<file path="config.mk">
export PLATFORM = sky130hd
export DESIGN_NAME = shift_register_sipo
export DESIGN_NICKNAME = d
export VERILOG_FILES = /design/src/rtl/shift_register_sipo.sv
export SDC_FILE = /design/constraint.sdc
export NUM_CORES = 1
export LEC_CHECK = 0
export ABC_AREA = 1
export BUFFER_PORTS_ARGS = -buffer_cell sky130_fd_sc_hd__buf_2
export CAP_MARGIN = 20
export CORE_AREA = 2 2 39 41
export CTS_BUF_LIST = sky130_fd_sc_hd__clkbuf_4
export DETAILED_ROUTE_END_ITERATION = 6
export DIE_AREA = 0 0 41 43
export GPL_ROUTABILITY_DRIVEN = 0
export MAX_ROUTING_LAYER = met4
export PLACE_DENSITY = 0.82
export SYNTH_ARGS = -nofsm -noshare
export SYNTH_HDL_FRONTEND = slang
export SYNTH_SLANG_ARGS = --single-unit
export TNS_END_PERCENT = 10
</file>
<file path="constraint.sdc">
create_clock -name clk -period 2.5 [get_ports clk]
set_input_delay 0.25 -clock clk [delete_from_list [all_inputs] [get_ports clk]]
set_output_delay 0.25 -clock clk [all_outputs]
set_load 0.03 [all_outputs]
</file>
<file path="src/rtl/shift_register_sipo.sv">
// -----------------------------------------------------------------------------
// shift_register_sipo
//
// Purpose:
//   Serial-in / parallel-out frame assembler. Serial bits arrive on a
//   valid/ready handshake and are shifted into a WIDTH-bit register. Once
//   WIDTH bits are held, the frame is presented on pout with pout_valid=1.
//   It stays there until the downstream consumer takes it with pout_ready.
//   A frame hand-off and the first bit of the next frame can share one
//   clock edge, so a continuous bit stream never stalls while the consumer
//   is ready.
//
// Parameters:
//   WIDTH      frame length in bits (2..32)
//   MSB_FIRST  1: first received bit ends up in pout[WIDTH-1] (shift left)
//              0: first received bit ends up in pout[0]       (shift right)
//
// Ports:
//   clk         in   rising-edge clock for all state
//   rst_n       in   asynchronous active-low reset
//   clr         in   synchronous discard of the frame being assembled
//   sin         in   serial data bit
//   sin_valid   in   sin carries a bit this cycle
//   sin_ready   out  block accepts a bit this cycle
//   pout        out  assembled parallel frame (straight from the register)
//   pout_valid  out  pout holds a complete frame
//   pout_ready  in   consumer takes the frame this cycle
//   bit_cnt     out  number of bits held in the current frame
// -----------------------------------------------------------------------------
module shift_register_sipo #(
  parameter int WIDTH     = 8,
  parameter bit MSB_FIRST = 1'b1
) (
  input  logic                     clk,
  input  logic                     rst_n,
  input  logic                     clr,
  input  logic                     sin,
  input  logic                     sin_valid,
  output logic                     sin_ready,
  output logic [WIDTH-1:0]         pout,
  output logic                     pout_valid,
  input  logic                     pout_ready,
  output logic [$clog2(WIDTH):0]   bit_cnt
);

  localparam int CNT_W = $clog2(WIDTH) + 1;

  localparam logic [CNT_W-1:0] CNT_ZERO = '0;
  localparam logic [CNT_W-1:0] CNT_ONE  = CNT_W'(1);
  localparam logic [CNT_W-1:0] CNT_LAST = CNT_W'(WIDTH - 1);

  typedef enum logic {
    ST_FILL = 1'b0,
    ST_FULL = 1'b1
  } state_t;

  // State
  state_t             r_state;
  logic [WIDTH-1:0]   r_shift;
  logic [CNT_W-1:0]   r_cnt;

  // Next-state values
  state_t             w_state_next;
  logic [WIDTH-1:0]   w_shift_next;
  logic [CNT_W-1:0]   w_cnt_next;

  // Helpers
  logic [WIDTH-1:0]   w_shifted;
  logic               w_sin_ready;
  logic               w_accept;

  // ---------------------------------------------------------------------------
  // Register contents after one accepted bit. The shift direction is fixed at
  // elaboration so only one of the two paths exists in hardware.
  // ---------------------------------------------------------------------------
  generate
    if (MSB_FIRST) begin : g_msb_first
      assign w_shifted = {r_shift[WIDTH-2:0], sin};
    end else begin : g_lsb_first
      assign w_shifted = {sin, r_shift[WIDTH-1:1]};
    end
  endgenerate

  // While filling we always take a bit. Once full, a new bit can only enter
  // on the same edge that the held frame leaves, so readiness follows the
  // consumer combinationally.
  assign w_sin_ready = (r_state == ST_FILL) ? 1'b1 : pout_ready;

  // clr wins over everything: a bit offered alongside clr is dropped.
  assign w_accept = sin_valid & w_sin_ready & ~clr;

  // ---------------------------------------------------------------------------
  // Next-state logic
  // ---------------------------------------------------------------------------
  always_comb begin
    w_state_next = r_state;
    w_shift_next = r_shift;
    w_cnt_next   = r_cnt;

    if (clr) begin
      w_state_next = ST_FILL;
      w_shift_next = '0;
      w_cnt_next   = CNT_ZERO;
    end else begin
      case (r_state)
        ST_FILL: begin
          if (w_accept) begin
            w_shift_next = w_shifted;
            w_cnt_next   = r_cnt + CNT_ONE;
            // The last bit of the frame moves us to FULL on the same edge,
            // so pout_valid rises in the very next cycle.
            if (r_cnt == CNT_LAST) begin
              w_state_next = ST_FULL;
            end
          end
        end

        ST_FULL: begin
          // Without pout_ready nothing moves: register and counter hold,
          // and any offered bit is back-pressured through sin_ready=0.
          if (pout_ready) begin
            w_state_next = ST_FILL;
            if (sin_valid) begin
              // Hand-off and first bit of the next frame share this edge.
              // WIDTH >= 2, so a count of one can never complete a frame.
              w_shift_next = w_shifted;
              w_cnt_next   = CNT_ONE;
            end else begin
              // Old contents stay in the register but are no longer valid.
              w_cnt_next   = CNT_ZERO;
            end
          end
        end

        default: begin
          w_state_next = ST_FILL;
        end
      endcase
    end
  end

  // ---------------------------------------------------------------------------
  // State registers
  // ---------------------------------------------------------------------------
  always_ff @(posedge clk or negedge rst_n) begin
    if (!rst_n) begin
      r_state <= ST_FILL;
      r_shift <= '0;
      r_cnt   <= CNT_ZERO;
    end else begin
      r_state <= w_state_next;
      r_shift <= w_shift_next;
      r_cnt   <= w_cnt_next;
    end
  end

  // ---------------------------------------------------------------------------
  // Outputs: pout comes straight from the register, no path from sin.
  // ---------------------------------------------------------------------------
  assign sin_ready  = w_sin_ready;
  assign pout       = r_shift;
  assign pout_valid = (r_state == ST_FULL);
  assign bit_cnt    = r_cnt;

endmodule

</file>
==> impl_metrics.toml <==
[run_status]
status = "completed"

[floorplanning]
dieWidth_um = 41
pin_count = 20
num_rows = 14
start_util_pct = 45.8
dieArea_um2 = 1760
coreArea_um2 = 1380
die_y_um = 43

[global_routing]
grt_first_pass_wirelength_um = 1950
grt_overflow = 0
first_global_vias = 515
grt_max_degree = 14
antenna_found_initial = 0
grt_usage_pct = 16.6

[final_layout]
post-route-util_pct = 56.2
layout_commonest_cell = "nand2_1"
layout_common_cells = "30 x nand2_1, 19 x buf_2, 13 x dfrtp_1"
finalNonFillerCells = 117
fin_nets = 109
num_antenna_cells = 0
drive_gt1_share_pct = 28.7
fillers = 129
area_growth_pct = 22.7

[hold_path]
hold_end = "pout[0]"
hp-class = "in2reg"
hold_depth = 3
hp-start = "sin"

[sta]
rsz0062_at_grt = "false"
fin_setup_tns_ps = 0
fmax_ghz = 0.804
relSlewSlack_pct = 81.5
hold-worst-slack_ps = 233
period_minus_slack_ps = 1240
fin_ws_ps = 1260
slew_viol_final = 0
hold_viol = 0
setup_viol = 0
fin_crit_sh_pct = 49.8
finClkSkew_ps = 0.649
tightest_slew_ps = 278

[place]
dpl.hpwl_um = 960
dpl.cell_count = 112
port_buffers = 19
dp_slack_ps = 1460

[drt]
dr.pass1.iters = 4
postRouteAntennaNets = 0
route.vias.total = 592
totalWireLength_um = 1230
post_drt_wl_per_cell_um = 10.5
drt_iter0_drc = 18
drcViolationCount = 0
vias_per_cell = 5.06

[clock_network]
cts_sinks = 13
cts_max_path_buffers = 2
h-tree-depth = 1
clk_pin_slew_ps = 70
cts_buffers = 3
cts_tree = "yes"
cts_resized = 0
insertion_delay_ps = 270
cts_setup_buffers = 0
cts-root-buf = "clkbuf_4"

[yosys]
ys_types = 13
syn_area_um2 = 634
synthCells = 78
synth-seq-cells = 13
ys.warnings.count = 0
seq_area_frac_synth_pct = 51.3
synthesis.nets = 85
syn_area_per_cell_um2 = 8.13

[worst_setup_path]
reg2reg_to = "bit_cnt[2]"
r2r_slack_ps = 1460
worst_setup_path_start_kind = "flop"
r2r-start = "bit_cnt[0]"
cp_max_fo = 5
max_stage_delay_ps = 430
reg2regPathDepth = 4
cp_data_required_time_ps = 2250
slowest_stage = "dfrtp_1"
startpoint = "pout_valid"
criticalPathCategory = "reg2out"
cp_cell_sequence = "nand2_2, buf_2"
cp.arrival_ps = 990
worstSetupEndpointType = "output pin"

[pwr]
power_leakage_uw = 0.000456
ir_drop_uv = 399
power_density_nw_per_um2 = 565

[run]
drv_cap = 0
[report_power, final]
part	switching, µW	internal [µW]	total [µW]
registers	10.9	220	231
logic	51.7	22.3	74.0
clock network	62.5	72.5	135
[synth_stat cells]
| cell | instances | area, µm² |
|---|---|---|
| inv_1 | 7 | 26.3 |
| nand2_2 | 3 | 18.8 |
| buf_6 | 1 | 11.3 |
| o21ai_1 | 5 | 25.0 |
| nand4_1 | 2 | 12.5 |
| nor2_1 | 1 | 3.75 |
| inv_6 | 1 | 8.76 |
| nand3_1 | 12 | 60.1 |
| ha_1 | 1 | 12.5 |
| dfrtp_1 | 13 | 325 |
| nand2_1 | 30 | 113 |
| nand2_4 | 1 | 11.3 |
| inv_4 | 1 | 6.26 |
[layer usage]
layer / GRT usage (%) / part of all wire (%)
met1: 20.1 / 43
met2: 25.3 / 49
met3: 1.57 / 5.8
met4: 10.0 / 2.3
met5: - / 0
[kinds of logic (layout without fill, tap and decap cells)]
group	Yosys count	in the layout	share of synthesized area (%)
AND/OR/NAND/NOR	49	49	34.5
flip-flops	13	13	51.3
buffers and inverters	10	33	8.29
AO/OA/AOI/OAI	5	5	3.94
adder cells (fa/ha/maj)	1	1	1.97
[registers in the layout (all words and copies together) (netlist names)]
register and flops:
pout 8, bit_cnt 4, pout_valid 1
[final cells by class]
| class | instances | area [µm²] | share of cell area (%) |
|---|---|---|---|
| clock buffer | 4 | 30.0 | 3.86 |
| sequential | 13 | 325 | 41.8 |
| tap | 16 | 20.0 | 2.57 |
| multi-input combinational | 55 | 256 | 33.0 |
| timing repair buffer | 20 | 105 | 13.5 |
| inverter | 9 | 41.3 | 5.31 |
[worst max-delay path, delay by kind of cell, from the launching register on]
kind / cells / cell delay, ps
buffers and inverters: 1 / 190
DFF: 1 / 430
and+or+nand+nor: 1 / 100
[stage by stage]
step	cell area, µm²	total power [µW]
3_3_place_gp	738	306
6_report	778	440
3_5_place_dp	738	308
5_1_grt	778	461
2_1_floorplan	634	283
4_1_cts	778	444
[how the worst max path moves through the flow]
stage	endpoint	depth (start not counted)	slack, ps
after global placement	bit_cnt[2]	4	1480
after CTS	sin_ready	2	1240
after detailed placement	bit_cnt[0]	7	1460
after global routing	sin_ready	2	1200
final	sin_ready	2	1260
after floorplan	pout[0]	6	1290
[repair_timing]
item / in CTS / in global routing
hold buffers: 1 / 0
endpoints found under the setup margin: 0 / 0
endpoints found under the hold margin: 13 / 0
Note: power is estimated with default switching activity, not from simulation.
